File: src/rtl/pmem_arbiter_if.sv
// Bus bundle for pmem_arbiter: I-cache and D-cache handshakes, the shared pmem port and busy.
interface pmem_arbiter_if #(
   parameter int ADDR_W = 32,
   parameter int LINE_W = 256
);
   logic              i_read;
   logic [ADDR_W-1:0] i_addr;
   logic [LINE_W-1:0] i_rdata;
   logic              i_resp;
   logic              d_read;
   logic              d_write;
   logic [ADDR_W-1:0] d_addr;
   logic [LINE_W-1:0] d_wdata;
   logic [LINE_W-1:0] d_rdata;
   logic              d_resp;
   logic              pmem_read;
   logic              pmem_write;
   logic [ADDR_W-1:0] pmem_addr;
   logic [LINE_W-1:0] pmem_wdata;
   logic [LINE_W-1:0] pmem_rdata;
   logic              pmem_resp;
   logic              busy;

   // Arbiter side
   modport slave (
      input  i_read, i_addr, d_read, d_write, d_addr, d_wdata, pmem_rdata, pmem_resp,
      output i_rdata, i_resp, d_rdata, d_resp, pmem_read, pmem_write, pmem_addr, pmem_wdata, busy
   );

   // Environment side: caches plus pmem
   modport master (
      output i_read, i_addr, d_read, d_write, d_addr, d_wdata, pmem_rdata, pmem_resp,
      input  i_rdata, i_resp, d_rdata, d_resp, pmem_read, pmem_write, pmem_addr, pmem_wdata, busy
   );
endinterface

File: src/rtl/pmem_arbiter.sv
// Round-robin arbiter sharing one pmem port between I-cache and D-cache, one transaction at a time.
// Optional macro DCACHE_LOCK_EN: a finished D write-back lets a pending D read win the next IDLE cycle.
module pmem_arbiter #(
   parameter int ADDR_W = 32,
   parameter int LINE_W = 256
) (
   input logic           clk,
   input logic           rst_n,
   pmem_arbiter_if.slave bus
);
   typedef enum logic [1:0] {
      IDLE    = 2'd0,
      SERVE_I = 2'd1,
      SERVE_D = 2'd2
   } state_t;

   state_t            state_r;
   state_t            state_next_s;
   logic              last_d_r;
   logic              op_write_r;
   logic [ADDR_W-1:0] addr_r;
   logic [LINE_W-1:0] wdata_r;
   logic              i_pend_s;
   logic              d_pend_s;
   logic              grant_i_s;
   logic              grant_d_s;
   logic              lock_s;

`ifdef DCACHE_LOCK_EN
   logic lock_r;

   // One-shot lock: armed when a D write-back completes, consumed by the following IDLE cycle
   always_ff @(posedge clk or negedge rst_n) begin
      if (!rst_n) begin
         lock_r <= 1'b0;
      end else if ((state_r == SERVE_D) && bus.pmem_resp && op_write_r) begin
         lock_r <= 1'b1;
      end else if (state_r == IDLE) begin
         lock_r <= 1'b0;
      end else begin
         lock_r <= lock_r;
      end
   end

   assign lock_s = lock_r;
`else
   assign lock_s = 1'b0;
`endif

   // Grant decision, only meaningful in IDLE
   always_comb begin
      i_pend_s  = bus.i_read;
      d_pend_s  = bus.d_read | bus.d_write;
      grant_i_s = 1'b0;
      grant_d_s = 1'b0;
      if (state_r == IDLE) begin
         if (lock_s && bus.d_read) begin
            grant_d_s = 1'b1;
         end else if (i_pend_s && d_pend_s) begin
            grant_d_s = ~last_d_r;
            grant_i_s = last_d_r;
         end else begin
            grant_i_s = i_pend_s;
            grant_d_s = d_pend_s;
         end
      end else begin
         grant_i_s = 1'b0;
         grant_d_s = 1'b0;
      end
   end

   // Next-state logic
   always_comb begin
      state_next_s = state_r;
      case (state_r)
         IDLE: begin
            if (grant_d_s) begin
               state_next_s = SERVE_D;
            end else if (grant_i_s) begin
               state_next_s = SERVE_I;
            end else begin
               state_next_s = IDLE;
            end
         end
         SERVE_I, SERVE_D: begin
            if (bus.pmem_resp) begin
               state_next_s = IDLE;
            end else begin
               state_next_s = state_r;
            end
         end
         default: state_next_s = IDLE;
      endcase
   end

   // State register
   always_ff @(posedge clk or negedge rst_n) begin
      if (!rst_n) begin
         state_r <= IDLE;
      end else begin
         state_r <= state_next_s;
      end
   end

   // Transaction latches captured at grant; wdata only moves for a D write
   always_ff @(posedge clk or negedge rst_n) begin
      if (!rst_n) begin
         last_d_r   <= 1'b0;
         op_write_r <= 1'b0;
         addr_r     <= {ADDR_W{1'b0}};
         wdata_r    <= {LINE_W{1'b0}};
      end else if (grant_d_s) begin
         last_d_r   <= 1'b1;
         op_write_r <= bus.d_write;
         addr_r     <= bus.d_addr;
         if (bus.d_write) begin
            wdata_r <= bus.d_wdata;
         end else begin
            wdata_r <= wdata_r;
         end
      end else if (grant_i_s) begin
         last_d_r   <= 1'b0;
         op_write_r <= 1'b0;
         addr_r     <= bus.i_addr;
         wdata_r    <= wdata_r;
      end else begin
         last_d_r   <= last_d_r;
         op_write_r <= op_write_r;
         addr_r     <= addr_r;
         wdata_r    <= wdata_r;
      end
   end

   // Outputs; resp and rdata follow pmem combinationally so completion is seen the same cycle
   always_comb begin
      bus.busy       = (state_r != IDLE);
      bus.pmem_read  = (state_r != IDLE) && !op_write_r;
      bus.pmem_write = (state_r != IDLE) && op_write_r;
      bus.pmem_addr  = addr_r;
      bus.pmem_wdata = wdata_r;
      bus.i_resp     = (state_r == SERVE_I) && bus.pmem_resp;
      bus.d_resp     = (state_r == SERVE_D) && bus.pmem_resp;
      if (state_r != IDLE) begin
         bus.i_rdata = bus.pmem_rdata;
         bus.d_rdata = bus.pmem_rdata;
      end else begin
         bus.i_rdata = {LINE_W{1'b0}};
         bus.d_rdata = {LINE_W{1'b0}};
      end
   end
endmodule

File: src/flat_wrapper.sv
// flat-port wrapper written by rule: the top's interface ports become plain ports
module pmem_arbiter_flat 
#(
   parameter int ADDR_W = 32,
   parameter int LINE_W = 256
)
  (clk, rst_n, bus_i_read, bus_i_addr, bus_d_read, bus_d_write, bus_d_addr, bus_d_wdata, bus_pmem_rdata, bus_pmem_resp, bus_i_rdata, bus_i_resp, bus_d_rdata, bus_d_resp, bus_pmem_read, bus_pmem_write, bus_pmem_addr, bus_pmem_wdata, bus_busy);
  pmem_arbiter_if #(.ADDR_W(ADDR_W), .LINE_W(LINE_W)) bus_i ();
  input logic clk;
  input logic rst_n;
  input wire logic [$bits(bus_i.i_read)-1:0] bus_i_read;
  input wire logic [$bits(bus_i.i_addr)-1:0] bus_i_addr;
  input wire logic [$bits(bus_i.d_read)-1:0] bus_d_read;
  input wire logic [$bits(bus_i.d_write)-1:0] bus_d_write;
  input wire logic [$bits(bus_i.d_addr)-1:0] bus_d_addr;
  input wire logic [$bits(bus_i.d_wdata)-1:0] bus_d_wdata;
  input wire logic [$bits(bus_i.pmem_rdata)-1:0] bus_pmem_rdata;
  input wire logic [$bits(bus_i.pmem_resp)-1:0] bus_pmem_resp;
  output wire logic [$bits(bus_i.i_rdata)-1:0] bus_i_rdata;
  output wire logic [$bits(bus_i.i_resp)-1:0] bus_i_resp;
  output wire logic [$bits(bus_i.d_rdata)-1:0] bus_d_rdata;
  output wire logic [$bits(bus_i.d_resp)-1:0] bus_d_resp;
  output wire logic [$bits(bus_i.pmem_read)-1:0] bus_pmem_read;
  output wire logic [$bits(bus_i.pmem_write)-1:0] bus_pmem_write;
  output wire logic [$bits(bus_i.pmem_addr)-1:0] bus_pmem_addr;
  output wire logic [$bits(bus_i.pmem_wdata)-1:0] bus_pmem_wdata;
  output wire logic [$bits(bus_i.busy)-1:0] bus_busy;
  assign bus_i.i_read = bus_i_read;
  assign bus_i.i_addr = bus_i_addr;
  assign bus_i.d_read = bus_d_read;
  assign bus_i.d_write = bus_d_write;
  assign bus_i.d_addr = bus_d_addr;
  assign bus_i.d_wdata = bus_d_wdata;
  assign bus_i.pmem_rdata = bus_pmem_rdata;
  assign bus_i.pmem_resp = bus_pmem_resp;
  assign bus_i_rdata = bus_i.i_rdata;
  assign bus_i_resp = bus_i.i_resp;
  assign bus_d_rdata = bus_i.d_rdata;
  assign bus_d_resp = bus_i.d_resp;
  assign bus_pmem_read = bus_i.pmem_read;
  assign bus_pmem_write = bus_i.pmem_write;
  assign bus_pmem_addr = bus_i.pmem_addr;
  assign bus_pmem_wdata = bus_i.pmem_wdata;
  assign bus_busy = bus_i.busy;
  pmem_arbiter #(.ADDR_W(ADDR_W), .LINE_W(LINE_W)) u_core (.clk(clk), .rst_n(rst_n), .bus(bus_i));
endmodule
File: config.mk
export PLATFORM = sky130hd
export DESIGN_NAME = pmem_arbiter_flat
export DESIGN_NICKNAME = d
export VERILOG_FILES = /design/src/rtl/pmem_arbiter_if.sv /design/src/rtl/pmem_arbiter.sv /design/src/flat_wrapper.sv
export SDC_FILE = /design/constraint.sdc
export NUM_CORES = 1
export LEC_CHECK = 0
export BUFFER_PORTS_ARGS = -buffer_cell sky130_fd_sc_hd__buf_2
export CAP_MARGIN = 40
export CORE_AREA = 8 8 529 531
export CTS_BUF_LIST = sky130_fd_sc_hd__clkbuf_8
export CTS_CLUSTER_SIZE = 24
export DETAILED_ROUTE_END_ITERATION = 8
export DIE_AREA = 0 0 537 539
export GPL_ROUTABILITY_DRIVEN = 0
export PLACE_DENSITY_LB_ADDON = 0.25
export SETUP_SLACK_MARGIN = 0.4
export SLEW_MARGIN = 10
export SYNTH_ARGS = -nofsm -noshare
export SYNTH_HDL_FRONTEND = slang
export SYNTH_SLANG_ARGS = --single-unit
File: constraint.sdc
create_clock -name clk -period 3.65 [get_ports clk]
set_input_delay 1.095 -clock clk [delete_from_list [all_inputs] [get_ports clk]]
set_output_delay 1.095 -clock clk [all_outputs]
set_load 0.005 [all_outputs]
# Word level (Yosys, flattened, before mapping)
# Cells that the tools add are included.
[totals]
output_inout_bits = 805
register_bits = 292
[op_classes]
mux = 14
n_eq_ne = 3
n_bitwise = 2
reduce_logical = 11
[ops]
columns = ["op", "count"]
rows = [
  ["$mux 256", 1],
  ["$mux 32", 2],
  ["$mux 1", 8],
  ["$logic_and 1x1->1", 5],
  ["$mux 2", 2],
  ["$pmux 2 s2", 1],
  ["$reduce_bool 2->1", 2],
  ["$eq 2x1->1 const B", 1],
  ["$eq 2x2->1 const B", 1],
  ["$logic_not 2->1", 1],
  ["$ne 2x2->1 const B", 1],
  ["$reduce_and 2->1", 1],
  ["$reduce_or 2->1", 1],
  ["$logic_not 1->1", 1],
  ["$not 1->1", 1],
  ["$or 1x1->1", 1],
]

# Logic depth before layout (Yosys ltp)
[depth]
word_depth = 7
depth_mapped = 7
mapped_depth_nobuf = 5

# Worst setup path before layout
# No wires, ideal clock.
[synth_timing]
path_type = "reg2out"
start = "register u_core.state_r[0]"
end = "output port bus_i_rdata[100]"
n_path_buf = 4
required_time_ps = 2555
path_slack_ps = 964
path_stages_with_launch = 8
t_arrival_ps = 1591
path_cell_list = "dfrtp_1 > inv_1 > ha_1 > buf_2 > clkbuf_1 > clkbuf_1 > nor2b_1 > buf_4"
[synth_via]
elab_chain_len = 2
[synth_lines]
columns = ["element", "line_no", "source"]
rows = [
  ["from (decl)", "pmem_arbiter.sv:17", "state_t state_r;"],
  ["from (signal assigned)", "pmem_arbiter.sv:101", "state_r <= state_next_s;"],
  ["$reduce_bool 2->1", "pmem_arbiter.sv:143", "if (state_r != IDLE) begin"],
  ["$mux 256", "-", ""],
  ["to (decl)", "flat_wrapper.sv:19", "output wire logic [$bits(bus_i.i_rdata)-1:0] bus_i_rdata;"],
]
# No other way between the ends.

# Worst setup path after layout
[layout_timing]
start = "register u_core.state_r[1]"
end = "output port bus_d_rdata[105]"
[layout_via]
elab_chain_len = 2
[layout_lines]
columns = ["element", "line_no", "source"]
rows = [
  ["$reduce_bool 2->1", "pmem_arbiter.sv:143", ""],
  ["$mux 256", "pmem_arbiter.sv:143", ""],
  ["to (decl)", "flat_wrapper.sv:21", "output wire logic [$bits(bus_i.d_rdata)-1:0] bus_d_rdata;"],
]
# No other way between the ends.

==> reports/summary.md <==
### Worst setup path
- **launching instance or port of the critical path** u_core.state_r[1]
- **required time of the worst setup path** 2.55 ns
- **maximum fanout along the worst path** 7
- **CP max-delay cell** sky130_fd_sc_hd__dfrtp_1
- **reg2reg end** u_core.bus.pmem_wdata[93]
- **cell breakdown of the critical path** inv_2 > ha_4 > buf_12 > buf_8 > buf_16 > nor2b_4 > buf_2
- **endpoint kind of the worst setup timing path** primary output
- **register-to-register setup slack** 0.98 ns
- **delay-heaviest family, CP** buffers and inverters
- **reg2reg start** u_core.state_r[1]
- **FF-to-FF path depth** 9
- **maximum single-stage delay on the critical path** 0.38 ns
- **buffers and inverters on the worst path** 5
- **launching element type of the critical path** register
- **classification of the worst setup path** reg -> out
- **arrival time worst endpoint** 2.30 ns

### Final layout
- **fraction of final layout cells with drive strength greater than 1** 0.7409
- **final layout net count** 3,091
- **area added between synthesis and finish** 98.73%
- **post-route core utilization** 0.1106

### Synthesis
- **warning count from the yosys run** 0
- **Avg Synthesized Cell Area** 11.72 sq um
- **Synth cell types** 25
- **top area cells in the synthesized netlist** sky130_fd_sc_hd__dfrtp_1, sky130_fd_sc_hd__mux2_1, sky130_fd_sc_hd__buf_4
- **main flop type after synthesis** sky130_fd_sc_hd__dfrtp_1
- **cell count after synthesis** 1,291
- **sequential area share after synthesis** 0.4828
- **area fraction of the dominant cell type after synthesis** 0.4828
- **area of the mapped netlist** 15,130 sq um
- **Async S/R FF share, synth** 1.000
- **number of flops mapped to enable cells by yosys** 0
- **Synth area leader** sky130_fd_sc_hd__dfrtp_1
- **register bit count reported by yosys** 292
- **post-synthesis net count** 1,876

### Placement
- **number of I/O port buffers** 1,386
- **detailed placement HPWL** 149.6 mm

### Clock tree
- **number of clock buffers inserted by TritonCTS** 59
- **clock latency at the later pin of the worst-skew pair** 0.79 ns
- **Clock Path Buffers** 3
- **clock sink count** 292
- **CTS H-Tree Depth** 2
- **clock slew seen by the registers of the worst setup and hold paths** 0.07 ns
- **TritonCTS clock tree** done
- **library cell used as clock root buffer** sky130_fd_sc_hd__clkbuf_8

### Drt
- **initial DRC count** 745
- **post-route ant nets** 0
- **Residual DRC** 0
- **post-DR wirelength/cell** 28.05 um
- **first drt pass iteration count** 4
- **aggregate routed wire length** 172.9 mm
- **routed vias** 15,730
- **Via density** 2.553

### Floorplan
- **Die Footprint** 289,400 sq um
- **effective utilization at floorplan** 0.05565
- **count of standard-cell rows** 192
- **die width** 537 um
- **die outline height** 539 um
- **CORE AREA** 271,900 sq um
- **I/O pin count** 1,387

### Global routing
- **vias in the first global route** 16,410
- **first-pass GRT wire length** 205.2 mm
- **GRT Resource Usage Total** 0.1104
- **grt ovf** 0
- **antenna violations before repair** 128
- **pin count of the biggest net entering global routing** 66

### Job
- **Max Cap Violations** 0

### STA
- **Clock Skews** 0.05810 ns
- **Slew HR** 0.5354
- **minimum period implied by the final worst setup slack** 3.398 ns
- **pin slew with the least headroom to its limit** 0.6969 ns
- **Slew Viols, Final** 0
- **hold slack final** 0.2624 ns
- **Fin Setup TNS** 0 ns
- **setup repair after global routing missed its margin** true
- **share of the clock period used by the worst path after layout** 0.9310
- **Final Hold Vio Count** 0
- **Max Clk Rate** 0.2943 GHz
- **number of setup violations in the final report** 0

### Power and ir drop
- **maximum ir drop on the vdd rail** 0.4034 mV
- **power per cell area** 951.3 nW/um^2
- **leak pwr** 14.31 nW

### Outcome
- **run status** complete, no violations

### Hold path
- **path category of the worst min-delay check** in -> async

power by group:
| part | internal [mW] | leakage, nW | switching (mW) |
|---|---|---|---|
| Sequential | 4.93 | 3.42 | 1.01 |
| Combinational | 8.36 | 10.2 | 10.6 |
| Clock | 1.99 | 0.690 | 1.75 |
flip-flops by register name, indices dropped and copies added (netlist names):
signal / flops
u_core.op_write_r: 1
u_core.bus.pmem_wdata: 256
u_core.bus.pmem_addr: 32
u_core.state_r: 2
u_core.last_d_r: 1
worst max path at each step:
stage | endpoint | slack, ns | cells after the start
after floorplan | bus_i_rdata[100] | 0.96 | 7
after global placement | bus_d_rdata[63] | 0.49 | 3
after detailed placement | bus_d_rdata[63] | 0.49 | 3
after CTS | bus_d_rdata[63] | 0.18 | 6
after global routing | bus_d_rdata[105] | 0.14 | 7
final | bus_d_rdata[105] | 0.25 | 7
metrics by stage:
step	instance area [sq um]	setup WS, ns	power (mW)	std cells
floorplan	15130	0.9641	11.79	1291
global placement	24650	0.4919	20.17	5978
CTS	27480	0.1770	26.24	6098
detailed placement	24650	0.4927	20.12	5978
finish	30080	0.2520	28.61	6162
global route	30040	0.1410	30.29	6149
placed cells by master, fill, tap and decap left out, types with 2 or more instances in the layout:
cell                         Yosys  final
sky130_fd_sc_hd__diode_2         0     26
sky130_fd_sc_hd__nor2b_1       258      9
sky130_fd_sc_hd__buf_2           6   1205
sky130_fd_sc_hd__buf_4         257     56
sky130_fd_sc_hd__o21ai_0        34     34
sky130_fd_sc_hd__buf_16          0     12
sky130_fd_sc_hd__clkinv_2        0      7
sky130_fd_sc_hd__nor2_1         34     32
sky130_fd_sc_hd__and2_1          2      2
sky130_fd_sc_hd__mux2_1        200    200
sky130_fd_sc_hd__buf_8           0     13
sky130_fd_sc_hd__buf_6          25    147
sky130_fd_sc_hd__clkinvlp_4      0      2
sky130_fd_sc_hd__dfrtp_1       292    292
sky130_fd_sc_hd__a21oi_1        32     32
sky130_fd_sc_hd__mux2_2         27     27
sky130_fd_sc_hd__inv_1           3     17
sky130_fd_sc_hd__nor2b_4         0    223
sky130_fd_sc_hd__a31oi_1        32     32
sky130_fd_sc_hd__inv_2           0      2
sky130_fd_sc_hd__nor2b_2         0     26
sky130_fd_sc_hd__buf_12          0     36
sky130_fd_sc_hd__bufinv_16       0      3
sky130_fd_sc_hd__clkbuf_8        0     71
sky130_fd_sc_hd__inv_12          0      2
sky130_fd_sc_hd__mux2_4         29     29
sky130_fd_sc_hd__clkbuf_16       0     17
sky130_fd_sc_hd__ha_1            3      2
sky130_fd_sc_hd__nand2_1         5      5
cell families (layout without fill, tap and decap cells):
group,count (synthesis),in the layout,share of synthesized area
AND/OR/NAND/NOR,301,301,0.1180
other,0,26,0
AO/OA/AOI/OAI,104,104,0.03935
buffers and inverters,335,1591,0.1597
multiplexers,256,256,0.1977
adder cells (fa/ha/maj),3,3,0.002480
flip-flops,292,292,0.4828
layout make-up:
type                    count  area, sq um
repair buffers           1486         9778
clock inverters            31        252.7
inverters                   3        11.26
multi-input cells         664         7194
fillers                 31310       241900
clock buffers              71        977.2
well taps                3589         4491
diodes                     26        65.06
flip-flops and latches    292         7307
worst register-to-register path, delay by kind of cell (launching register included):
kind / cells / cell delay (ns)
buffers and inverters: 5 / 1.09
flip-flops: 1 / 0.40
multiplexers: 1 / 0.38
AND/OR/NAND/NOR: 1 / 0.26
AO/OA/AOI/OAI: 1 / 0.25
adder cells (fa/ha/maj): 1 / 0.18
synth_stat cells, types with 2 or more instances:
cell and instances:
sky130_fd_sc_hd__o21ai_0 34, sky130_fd_sc_hd__buf_6 25, sky130_fd_sc_hd__mux2_1 200, sky130_fd_sc_hd__inv_1 3, sky130_fd_sc_hd__clkbuf_1 44, sky130_fd_sc_hd__ha_1 3, sky130_fd_sc_hd__dfrtp_1 292, sky130_fd_sc_hd__buf_4 257
sky130_fd_sc_hd__buf_2 6, sky130_fd_sc_hd__mux2_2 27, sky130_fd_sc_hd__nor2_1 34, sky130_fd_sc_hd__nor2b_1 258, sky130_fd_sc_hd__mux2_4 29, sky130_fd_sc_hd__nand2_1 5, sky130_fd_sc_hd__a21oi_1 32, sky130_fd_sc_hd__a31oi_1 32
sky130_fd_sc_hd__and2_1 2
layer usage:
layer,GRT usage,part of all wire,up-vias
met2,0.2178,0.54,1156
met4,0.03493,0.044,22
li1,-,-,6503
met1,0.1023,0.31,7722
met3,0.04396,0.11,329
met5,0,0.00087,-
what timing repair did:
action / 4_1_cts / 5_1_grt
pin swaps: 1 / 2
buffers inserted: 11 / 16
gates cloned: 7 / 22
setup endpoints to repair: 515 / 515
gates resized for setup: 394 / 486
hold buffers: 0 / 0
(Power assumes the default switching activity.)
